===== config.mk =====
export PLATFORM = sky130hd
export DESIGN_NAME = traffic_junction_ctrl
export DESIGN_NICKNAME = d
export VERILOG_FILES = /design/src/rtl/traffic_junction_ctrl.sv
export SDC_FILE = /design/constraint.sdc
export NUM_CORES = 1
export LEC_CHECK = 0
export CAP_MARGIN = 20
export CORE_ASPECT_RATIO = 0.75
export CORE_MARGIN = 5
export CORE_UTILIZATION = 30
export CTS_BUF_LIST = sky130_fd_sc_hd__clkbuf_2
export DETAILED_ROUTE_END_ITERATION = 16
export GPL_ROUTABILITY_DRIVEN = 1
export PLACE_DENSITY_LB_ADDON = 0.25
export SLEW_MARGIN = 20
export SYNTH_ARGS = -nofsm -noshare
export SYNTH_HDL_FRONTEND = slang
export SYNTH_SLANG_ARGS = --single-unit

===== constraint.sdc =====
create_clock -name clk -period 2.25 [get_ports clk]
set_input_delay 0.45 -clock clk [delete_from_list [all_inputs] [get_ports clk]]
set_output_delay 0.45 -clock clk [all_outputs]
set_load 0.03 [all_outputs]

===== src/rtl/traffic_junction_ctrl.sv =====
// Junction signal controller: round-robin green allocation with yellow/all-red
// clearance and a maintenance flash mode. All outputs decode from registers.
module traffic_junction_ctrl #(
  parameter int N_WAYS    = 4,
  parameter int GREEN_MIN = 4,
  parameter int GREEN_MAX = 16,
  parameter int YELLOW_T  = 2,
  parameter int ALLRED_T  = 1,
  parameter int FLASH_T   = 3,
  parameter int CNT_W     = 8
) (
  input  logic                        clk,
  input  logic                        reset,
  input  logic [N_WAYS-1:0]           sense,
  input  logic                        flash,
  output logic [3*N_WAYS-1:0]         lights,
  output logic [$clog2(N_WAYS)-1:0]   active_way,
  output logic [1:0]                  state
);

  localparam int AW = $clog2(N_WAYS);

  localparam logic [CNT_W-1:0] GMIN_C = CNT_W'(GREEN_MIN - 1);
  localparam logic [CNT_W-1:0] GMAX_C = CNT_W'(GREEN_MAX - 1);
  localparam logic [CNT_W-1:0] YEL_C  = CNT_W'(YELLOW_T - 1);
  localparam logic [CNT_W-1:0] AR_C   = CNT_W'(ALLRED_T - 1);
  localparam logic [CNT_W-1:0] FL_C   = CNT_W'(FLASH_T - 1);

  localparam logic [2:0] LAMP_GREEN  = 3'b001;
  localparam logic [2:0] LAMP_YELLOW = 3'b010;
  localparam logic [2:0] LAMP_RED    = 3'b100;
  localparam logic [2:0] LAMP_DARK   = 3'b000;

  typedef enum logic [1:0] {
    ST_GREEN  = 2'b00,
    ST_YELLOW = 2'b01,
    ST_ALLRED = 2'b10,
    ST_FLASH  = 2'b11
  } phase_e;

  phase_e            state_q, state_d;
  logic [AW-1:0]     way_q, way_d;
  logic [CNT_W-1:0]  timer_q, timer_d;
  logic              blinkOn_q, blinkOn_d;
  logic              fromFlash_q, fromFlash_d;

  logic [N_WAYS-1:0] otherSense;
  logic              otherDemand;
  logic [AW-1:0]     rrWay;
  logic              found;
  logic              restart;
  int                idx;

  always_ff @(posedge clk or posedge reset) begin
    if (reset) begin
      state_q     <= ST_GREEN;
      way_q       <= '0;
      timer_q     <= '0;
      blinkOn_q   <= 1'b1;
      fromFlash_q <= 1'b0;
    end else begin
      state_q     <= state_d;
      way_q       <= way_d;
      timer_q     <= timer_d;
      blinkOn_q   <= blinkOn_d;
      fromFlash_q <= fromFlash_d;
    end
  end

  // Round-robin search for the next demanding approach, skipping the current one.
  always_comb begin
    otherSense         = sense;
    otherSense[way_q]  = 1'b0;
    otherDemand        = |otherSense;
    rrWay              = (way_q == AW'(N_WAYS - 1)) ? '0 : way_q + AW'(1);
    found              = 1'b0;
    idx                = 0;
    for (int k = 1; k < N_WAYS; k++) begin
      idx = int'(way_q) + k;
      if (idx >= N_WAYS) idx = idx - N_WAYS;
      if (!found && sense[idx]) begin
        rrWay = AW'(idx);
        found = 1'b1;
      end
    end
  end

  always_comb begin
    state_d     = state_q;
    way_d       = way_q;
    blinkOn_d   = blinkOn_q;
    fromFlash_d = fromFlash_q;
    restart     = 1'b0;

    case (state_q)
      ST_GREEN: begin
        if (flash || (timer_q >= GMIN_C && otherDemand &&
                      (!sense[way_q] || timer_q >= GMAX_C)))
          state_d = ST_YELLOW;
      end
      ST_YELLOW: begin
        if (timer_q >= YEL_C)
          state_d = flash ? ST_FLASH : ST_ALLRED;
      end
      ST_ALLRED: begin
        if (flash) begin
          state_d = ST_FLASH;
        end else if (timer_q >= AR_C) begin
          state_d     = ST_GREEN;
          way_d       = fromFlash_q ? '0 : rrWay;
          fromFlash_d = 1'b0;
        end
      end
      ST_FLASH: begin
        // The timer doubles as the blink half-period counter while flashing.
        if (!flash) begin
          state_d     = ST_ALLRED;
          fromFlash_d = 1'b1;
        end else if (timer_q >= FL_C) begin
          blinkOn_d = ~blinkOn_q;
          restart   = 1'b1;
        end
      end
      default: state_d = ST_GREEN;
    endcase

    if (state_d == ST_FLASH && state_q != ST_FLASH)
      blinkOn_d = 1'b1;

    if (state_d != state_q || restart)
      timer_d = '0;
    else if (timer_q == {CNT_W{1'b1}})
      timer_d = timer_q;
    else
      timer_d = timer_q + CNT_W'(1);
  end

  always_comb begin
    logic [2:0] code;
    lights = '0;
    code   = LAMP_RED;
    for (int i = 0; i < N_WAYS; i++) begin
      code = LAMP_RED;
      case (state_q)
        ST_GREEN:  if (AW'(i) == way_q) code = LAMP_GREEN;
        ST_YELLOW: if (AW'(i) == way_q) code = LAMP_YELLOW;
        ST_ALLRED: code = LAMP_RED;
        ST_FLASH:  code = blinkOn_q ? LAMP_YELLOW : LAMP_DARK;
        default:   code = LAMP_RED;
      endcase
      lights[3*i +: 3] = code;
    end
  end

  assign active_way = way_q;
  assign state      = state_q;

endmodule


==> impl.org, run 1 <==
** Run status
- The run finished with clean final reports.

** Logic synthesis
- Simple-Gate Fraction of Synth Area :: 32.6%
- Net count after synthesis :: 155
- Counting flops and latches in the post-synthesis netlist gives 14.
- Async S/R FF share, synth :: 100%
- The synthesized netlist devotes ~18% of its cell area to compound gates.
- After Yosys synthesis, full adders, half adders and majority gates account for 7.82% of the synthesized area.
- XOR/XNOR Fraction of Synth Area :: roughly 1.4%
- Fraction of synthesized area in multiplexers :: 7.14%
- Synthesis produced 140 cells.
- Synthesized area per cell :: about 9.1 um2
- The synthesized netlist occupies a cell area of 1280 um2.
- Count of warnings emitted by yosys :: 0
- Number of enable-type register cells in the synthesized netlist :: 0
- Main flop type after synthesis :: dfrtp_1
- By area, the combinational part of the netlist is dominated by simple AND/OR/NAND/NOR gates.
- Yosys mapped the design onto 47 distinct sky130hd cell types.
- Of the synthesized area, sequential elements account for 27.5%.

** Layout
- # diodes :: 0
- After filler insertion, the fill cell instance count of the layout stands at 412.
- NumNets Final :: around 190
- Count of non-filler cells in the finished layout :: 224
- Area overhead of the layout relative to synthesis :: 23.6%
- After routing the design area is 1580 um2.
- Footprint of the multi-input gates :: 857 um2
- Ratio of cells with drive above 1 in the final layout :: 20.1%
- Sequential cell area :: approximately 350 um2

** Die
- 23 I/O pins were placed.
- Die span in x :: roughly 85 um
- The total area inside the core boundary comes to 4080 um2.
- Standard-cell row count :: 20
- Once the floorplan was initialized, standard cells occupied 31.4% of the core.
- The die covers 5690 um2.
- Measured along the y axis, the die boundary spans ~67 um.

** Global routing
- The first global-routing pass estimated 5200 um of wire.
- Initial antenna violation count :: 0
- Across every metal layer, demand over resource in global routing totals 11.4%.
- Summed over all layers, the global routing overflow is 0.
- The number of global-route vias before repair was ~1100.
- Largest net degree at the start of global routing :: 15

** Placed design
- Once placement completed, the tool counted placed cells totaling 220.
- Placed cell area :: 1590 um2
- The count of buffers added on input and output ports is 22.
- Final weighted congestion in routability-driven placement :: 0.885
- The wire-length estimate of the detail-placed layout is 2380 um.

** Clock network
- Clock latency on the worst-skew pair, taken at its later pin, is 0.29 ns.
- H-tree lvl count :: 1
- CTS Sinks :: 14
- Number of buffers on the longest clock path :: 2
- Hold repair after CTS inserted 0 buffers.
- After clock tree synthesis, the clock-pin slew on the worst setup and hold paths is 0.14 ns.
- Clock buffers created by TritonCTS :: 3
- Clock tree root buffer cell :: clkbuf_2
- Clock tree from TritonCTS :: yes

** Route
- In the final routed layout, each cell accounts on average for 14.0 um.
- Via count of the routed design :: roughly 1100
- Dividing the detail-routed via count by the number of cells gives 5.10.
- For this run, the detailed router's first-pass iteration total came to 4.
- Final Routed Wirelength :: 3140 um
- The detailed router finished its first iteration with 63 violations.
- DRC Markers :: 0
- Number of nets still failing antenna checks after routing :: 0

** Worst setup path
- Critical Path Source :: state[1]$_DFF_PP0_
- The kind of cell with the highest combined delay along the critical path is buffers and inverters.
- Required arrival time at the worst endpoint :: 1.80 ns
- Category of the most critical setup path :: flip-flop to output port
- RR Startpoint :: active_way[0]$_DFFE_PP0P_
- Data arrives at the worst endpoint at ~1.7 ns.
- In this run the worst path has a maximum fanout of 11.
- Slowest library cell on the worst path :: clkdlybuf4s50_1
- Worst path buffer plus inverter count :: 2
- CP endpoint kind :: output port
- The signal on the critical path passes through buf_4, clkdlybuf4s50_1.
- The largest single stage delay on the critical path is approximately 0.67 ns.
- Type of origin of the critical path :: flip-flop
- The number of cells on the worst reg-to-reg path is 7.
- The critical path crosses 2 cells after its start point.

** Power
- Summed over all cells, the static leakage comes to 0.000698 uW.
- Power per cell area :: about 1200 nW/um2
- Across the VDD grid, the largest voltage drop is 476 uV.

** Timing
- On the final layout, the worst clock skew is approximately 0.0030 ns.
- Max-slew violation count :: 0
- Minimum clock period after layout :: 2.15 ns
- Dividing the final minimum period by the clock period gives 95.5%.
- Maximum frequency from static timing analysis :: around 0.47 GHz
- The total count of hold-check failures in the final report was 0.
- At the pin with the least slew margin, the transition time is a little under 0.6 ns.
- Setup repair after global routing left no endpoint under its margin.
- # setup viols final :: 0
- Max-slew headroom at the worst pin :: 61.5%

** Hold path
- Hold Crit Start :: blinkOn_q$_DFFE_PP1P_
- Along the worst hold path, the cell count comes to 2.
- The min-delay analysis places its worst path in the category flip-flop to flip-flop.

** Flow run
- Across the run, the number of max-cap violations was 0.
## synth_stat cells, types with 2 or more instances
| library cell | n | area, um2 |
|---|---|---|
| a21boi_0 | 4 | 30.0 |
| a21oi_1 | 8 | 40.0 |
| a31oi_1 | 2 | 12.5 |
| a41oi_1 | 2 | 17.5 |
| and2_1 | 5 | 31.3 |
| and3_1 | 5 | 31.3 |
| buf_6 | 2 | 22.5 |
| dfrtp_1 | 13 | 325 |
| ha_1 | 8 | 100 |
| inv_1 | 10 | 37.5 |
| mux2i_1 | 2 | 20.0 |
| mux4_2 | 2 | 45.0 |
| nand2_1 | 5 | 18.8 |
| nand2b_1 | 5 | 31.3 |
| nand3_1 | 7 | 35.0 |
| nand3b_1 | 3 | 22.5 |
| nand4_1 | 2 | 12.5 |
| nor2_1 | 12 | 45.0 |
| nor2b_1 | 4 | 25.0 |
| nor3_2 | 4 | 40.0 |
| nor4bb_1 | 2 | 20.0 |
| o21ai_0 | 5 | 25.0 |
| or3b_2 | 4 | 35.0 |
## cell usage in the layout, fill, tap and decap left out, drive strengths merged, types with 4 or more instances in the layout
cell	synthesis	final
nor3	5	5
clkdlybuf4s50	0	10
buf	3	9
clkbuf	1	6
ha	8	8
dfrtp	13	13
o21ai	5	5
nor2b	4	4
and2	5	5
nor2	12	12
or3b	4	4
a21oi	8	8
and3	5	5
inv	10	10
a21boi	4	4
nand2b	6	6
nand2	5	5
nand3	7	7
dlygate4sd2	0	6
## worst paths after layout
kind                                             endpoint  slack (ns)
worst max-delay path                             state[1]        0.10
worst min-delay path                blinkOn_q$_DFFE_PP1P_        0.49
worst max register to register  active_way[1]$_DFFE_PP0P_        0.18
worst min register to register      blinkOn_q$_DFFE_PP1P_        0.49
max in group asynchronous       active_way[0]$_DFFE_PP0P_        1.34
min in group asynchronous          timer_q[2]$_DFFE_PP0P_        0.50
## worst min-delay path, stage by stage (launching register included)
cell and delay [ns]:
dfstp_2 0.41, inv_1 0.05, a32oi_1 0.05
## layout make-up
class / count / area share [%]
Tap cell: 55 / 4.35
Clock inverter: 1 / 0.237
Sequential cell: 14 / 22.4
Clock buffer: 3 / 0.949
Timing Repair Buffer: 29 / 15.5
Multi-Input combinational cell: 112 / 54.2
Inverter: 10 / 2.37
## per-layer routing
layer	wire length, um	GRT usage (%)	up-vias
met5	0	0	-
met4	38	2.96	0
met3	117	2.84	4
met2	1370	17.7	19
met1	1610	15.8	544
li1	-	-	575
## where the power goes
| part | switching [uW] | internal [uW] |
|---|---|---|
| Clock | 88.1 | 38.6 |
| Sequential | 99.8 | 320 |
| Combinational | 752 | 539 |
| Total | 940 | 897 |
## stage by stage
step / worst slack (ns) / hold slack, ns / total power (uW) / utilization [%] / setup TNS (ns)
2_1_floorplan: 0.00785 / 0.338 / 1340 / - / 0
5_1_grt: 0.0112 / 0.512 / 2000 / 38.8 / 0
3_5_place_dp: -0.0425 / 0.471 / 1770 / 38.9 / -0.322
4_1_cts: 0.00396 / 0.491 / 1860 / 39.0 / 0
6_report: 0.101 / 0.490 / 1840 / 38.8 / 0
3_3_place_gp: 0.0381 / 0.466 / 1750 / 38.9 / 0
## cell families after synthesis
group | Yosys count
simple gates | 65
compound gates | 32
buf+inv | 14
flops | 14
fa+ha+maj | 8
mux | 5
xor+xnor | 2
## registers in the layout (all words and copies together), names as in the netlist
register	flops
timer_q	8
active_way	2
state	2
blinkOn_q	1
fromFlash_q	1
## timing repair
action | in CTS | in global routing
cloned | 0 | 0
gates resized for setup | 11 | 7
setup buffers | 0 | 0
setup endpoints to repair | 10 | 4
No activity file was read; power rests on OpenSTA's default activity.
==> inputs of run 2 (changes only) <==
CAP_MARGIN = unset   (was 20)
CORE_ASPECT_RATIO = unset   (was 0.75)
clock period = 1.95 ns   (was 2.25 ns; I/O delays follow)
==> impl.org, run 2 (synthesis gave the netlist of run 1 again) <==
** Global routing
- The global router's overall resource usage came to 12.1% (was 11.4%).
- Initial antenna violation count :: 0 (unchanged)
- Overflow left after global routing :: 0 (unchanged)
- Via count of the first global-routing pass :: 1251 (was 1081)
- The pin count of the biggest net entering global routing came to 15 (unchanged).
- Global-route wire length before repair :: 5470 um (was 5200 um)

** Route
- The number of nets still failing antenna checks after routing came to 0 (unchanged).
- Avg Vias per Cell :: 5.20 (was 5.10)
- The post-detailed-route DRC marker count was 0 (unchanged).
- The routed via count was 1191 (was 1142).
- The iteration count of the initial detailed-routing pass is 4 (unchanged).
- The aggregate routed wire length is 3200 um (was 3140 um).
- The DRC marker count from the first detailed-route iteration is 42 (was 63).
- Routed wire length per instance :: 14.0 um (about the same)

** Layout
- # diodes :: 0 (unchanged)
- Most flop-heavy register :: timer_q (unchanged)
- The filler cell count was 414 (was 412).
- Ratio of cells with drive above 1 in the final layout :: 34.6% (was 20.1%)
- Most common cell after layout, fill and taps aside :: buf_4 (was nor2_1)
- The final core utilization is 42.5% (was 38.8%).
- Area overhead of the layout relative to synthesis :: 34.7% (was 23.6%)
- The post-route standard cell area excluding fillers was 1720 um2 (was 1580 um2).
- Footprint of the multi-input gates :: 901 um2 (was 857 um2)
- The number of flip-flops in the largest register is 8 (unchanged).
- The combined flip-flop and latch cell area came to 355 um2 (was 354 um2).
- Most frequent cells in the layout: 22 x buf_4, 11 x nor2_1, 10 x dfrtp_1, 8 x inv_1 (was 12 x nor2_1, 11 x dfrtp_1, 10 x inv_1, 10 x clkdlybuf4s50_1, 9 x buf_4).
- NumNets Final :: 195 (was 185)

** Clock network
- Cts-stage hold buffer count :: 0 (unchanged)
- The clock-pin slew on the worst setup and hold paths came to 0.14 ns (about the same).
- The deepest level of the CTS H-tree is 1 (unchanged).
- The root buffer cell was clkbuf_2 (unchanged).
- Clock tree from TritonCTS :: yes (unchanged)
- The latest clock arrival within the worst-skew pair came to 0.27 ns (was 0.29 ns).
- Number of buffers on the longest clock path :: 2 (unchanged)
- Clock buffers created by TritonCTS :: 3 (unchanged)
- The total clock sinks is 14 (unchanged).

** Worst setup path
- Worst path buffer plus inverter count :: 2 (unchanged)
- Delay of the slowest critical-path stage :: 0.49 ns (was 0.67 ns)
- The library cell contributing the largest single delay on the critical path is mux4_2 (was clkdlybuf4s50_1).
- Worst path top cell family by delay :: multiplexers (was buffers and inverters)
- Required arrival time at the worst endpoint :: 2.13 ns (was 1.80 ns)
- The kind of end point of the critical path is a flip-flop (was output port).
- The category of the critical setup timing path is flip-flop to flip-flop (was flip-flop to output port).
- Arrival time reported for the critical path endpoint :: 2.14 ns (was 1.70 ns)
- Largest fanout of any net on the critical path :: 5 (was 11)
- The worst reg2reg path startpoint is active_way[0]$_DFFE_PP0P_ (unchanged).
- Crit-path cells :: buf_6, inv_4, ha_4, mux4_2, nand2b_4, o21a_1, a32o_1 (was buf_4, clkdlybuf4s50_1)
- The launching element type of the critical path is a flip-flop (unchanged).
- Critical Path Source :: active_way[0]$_DFFE_PP0P_ (was state[1]$_DFF_PP0_)

** Timing
- The slew at the pin closest to its max-slew limit is 0.551 ns (was 0.577 ns).
- The worst path setup slack after routing is -0.0154 ns (was 0.101 ns).
- Unrepaired setup endpoints after global routing :: yes (was no)
- Max-slew violation count :: 0 (unchanged)
- The worst path in the final design needs a cycle of 1.97 ns, including I/O delays and setup.
- Worst hold slack after final layout :: 0.445 ns (was 0.490 ns)
- Maximum frequency from static timing analysis :: 0.509 GHz
- The headroom to the max-slew limit came to 63.2% (was 61.5%).
- The post-route clock skew is 0.00658 ns (was 0.00299 ns).
- Of the available clock period, the critical path in the final layout requires 101%.
- Count of endpoints failing hold in the final timing report :: 0 (unchanged)
- The count of endpoints failing setup in the final report came to 1 (was 0).

** Die
- Initial Util :: 31.5% (was 31.4%)
- Top-Level Pins :: 23 (unchanged)
- The die outline width was 75.3 um (was 85.4 um).
- The die footprint came to 5670 um2 (was 5690 um2).
- The standard-cell row count was 23 (was 20).
- Vert. Die Dim :: 75.3 um (was 66.6 um)
- Core region area :: 4060 um2 (was 4080 um2)

** Run status
- Run status :: finished, violations left (was complete, no violations)
- Failing checks :: setup timing

** Power
- Switching part of the total :: 48.5% (was 51.2%)
- Net switching power :: 1150 uW (was 940 uW)
- Peak ir drop on the vdd network :: 367 uV (was 476 uV)
- The clock share of power was 5.7% (was 6.9%).
- The cell area power density came to 1380 nW/um2 (was 1160 nW/um2).
- The reported leakage power is 0.000752 uW (was 0.000698 uW).
- Seq pwr share :: 20.4% (was 22.8%)
- Combinational fraction of design power :: 73.8% (was 70.3%)
- The cell-internal power came to 1220 uW (was 897 uW).

** Placed design
- Count of buffers from port buffering :: 22 (unchanged)
- Final weighted congestion in routability-driven placement :: 0.780 (was 0.885)
- The half-perimeter wire length after detailed placement came to 2360 um (was 2380 um).
- Placed cell area :: 1610 um2 (was 1590 um2)

** Flow run
- The number of max-capacitance violations reported was 0 (unchanged).

** Hold path
- Min-Delay Path Class :: input port to async pin (was flip-flop to flip-flop)
==> run 2: layer usage <==
layer  track usage (%)  share of wire [%]
met1              14.1                 43
met2              22.9                 51
met3              2.11                6.2
met4              2.52               0.41
met5                 0                  0
==> run 2: final timing paths <==
| check | to | slack, ns | cells past startpoint |
|---|---|---|---|
| min reg2reg | blinkOn_q$_DFFE_PP1P_ | 0.50 | 2 |
| min | active_way[1]$_DFFE_PP0P_ | 0.45 | 2 |
| min in group clk | blinkOn_q$_DFFE_PP1P_ | 0.50 | 2 |
| max reg2reg | active_way[1]$_DFFE_PP0P_ | -0.02 | 7 |
| max | active_way[1]$_DFFE_PP0P_ | -0.02 | 7 |
| max in group asynchronous | state[1]$_DFF_PP0_ | 1.11 | 2 |
==> run 2: metrics by stage <==
stage / setup WS [ns] / std cells / TNS [ns] / total power [uW]
after floorplan: -0.188 / 140 / -0.259 / 1580
after global placement: -0.237 / 220 / -2.11 / 2050
after detailed placement: -0.252 / 220 / -2.21 / 2070
after CTS: -0.00806 / 230 / -0.00840 / 2330
after global routing: -0.101 / 229 / -0.248 / 2570
final: -0.0154 / 229 / -0.0154 / 2380
==> run 2: what timing repair did <==
item | 4_1_cts | 5_1_grt
gates resized for setup | 12 | 10
setup endpoints to repair | 8 | 21
setup buffers | 6 | 0
pin swaps | 1 | 10
==> run 2: layout make-up <==
type,count,area share (%)
clock buffer,3,0.871
inverter,10,2.47
sequential,14,20.6
timing repair buffer,39,20.0
tap,50,3.63
clock inverter,1,0.218
multi-input combinational,112,52.2
==> run 2: power by group through the flow <==
| stage | sequential (uW) | combinational [uW] | clock [uW] |
|---|---|---|---|
| 6_report | 486 | 1760 | 137 |
| 5_1_grt | 504 | 1910 | 159 |
| 4_1_cts | 477 | 1710 | 146 |
| 3_5_place_dp | 484 | 1580 | 0 |
| 3_3_place_gp | 480 | 1570 | 0 |
| 2_1_floorplan | 524 | 1060 | 0 |
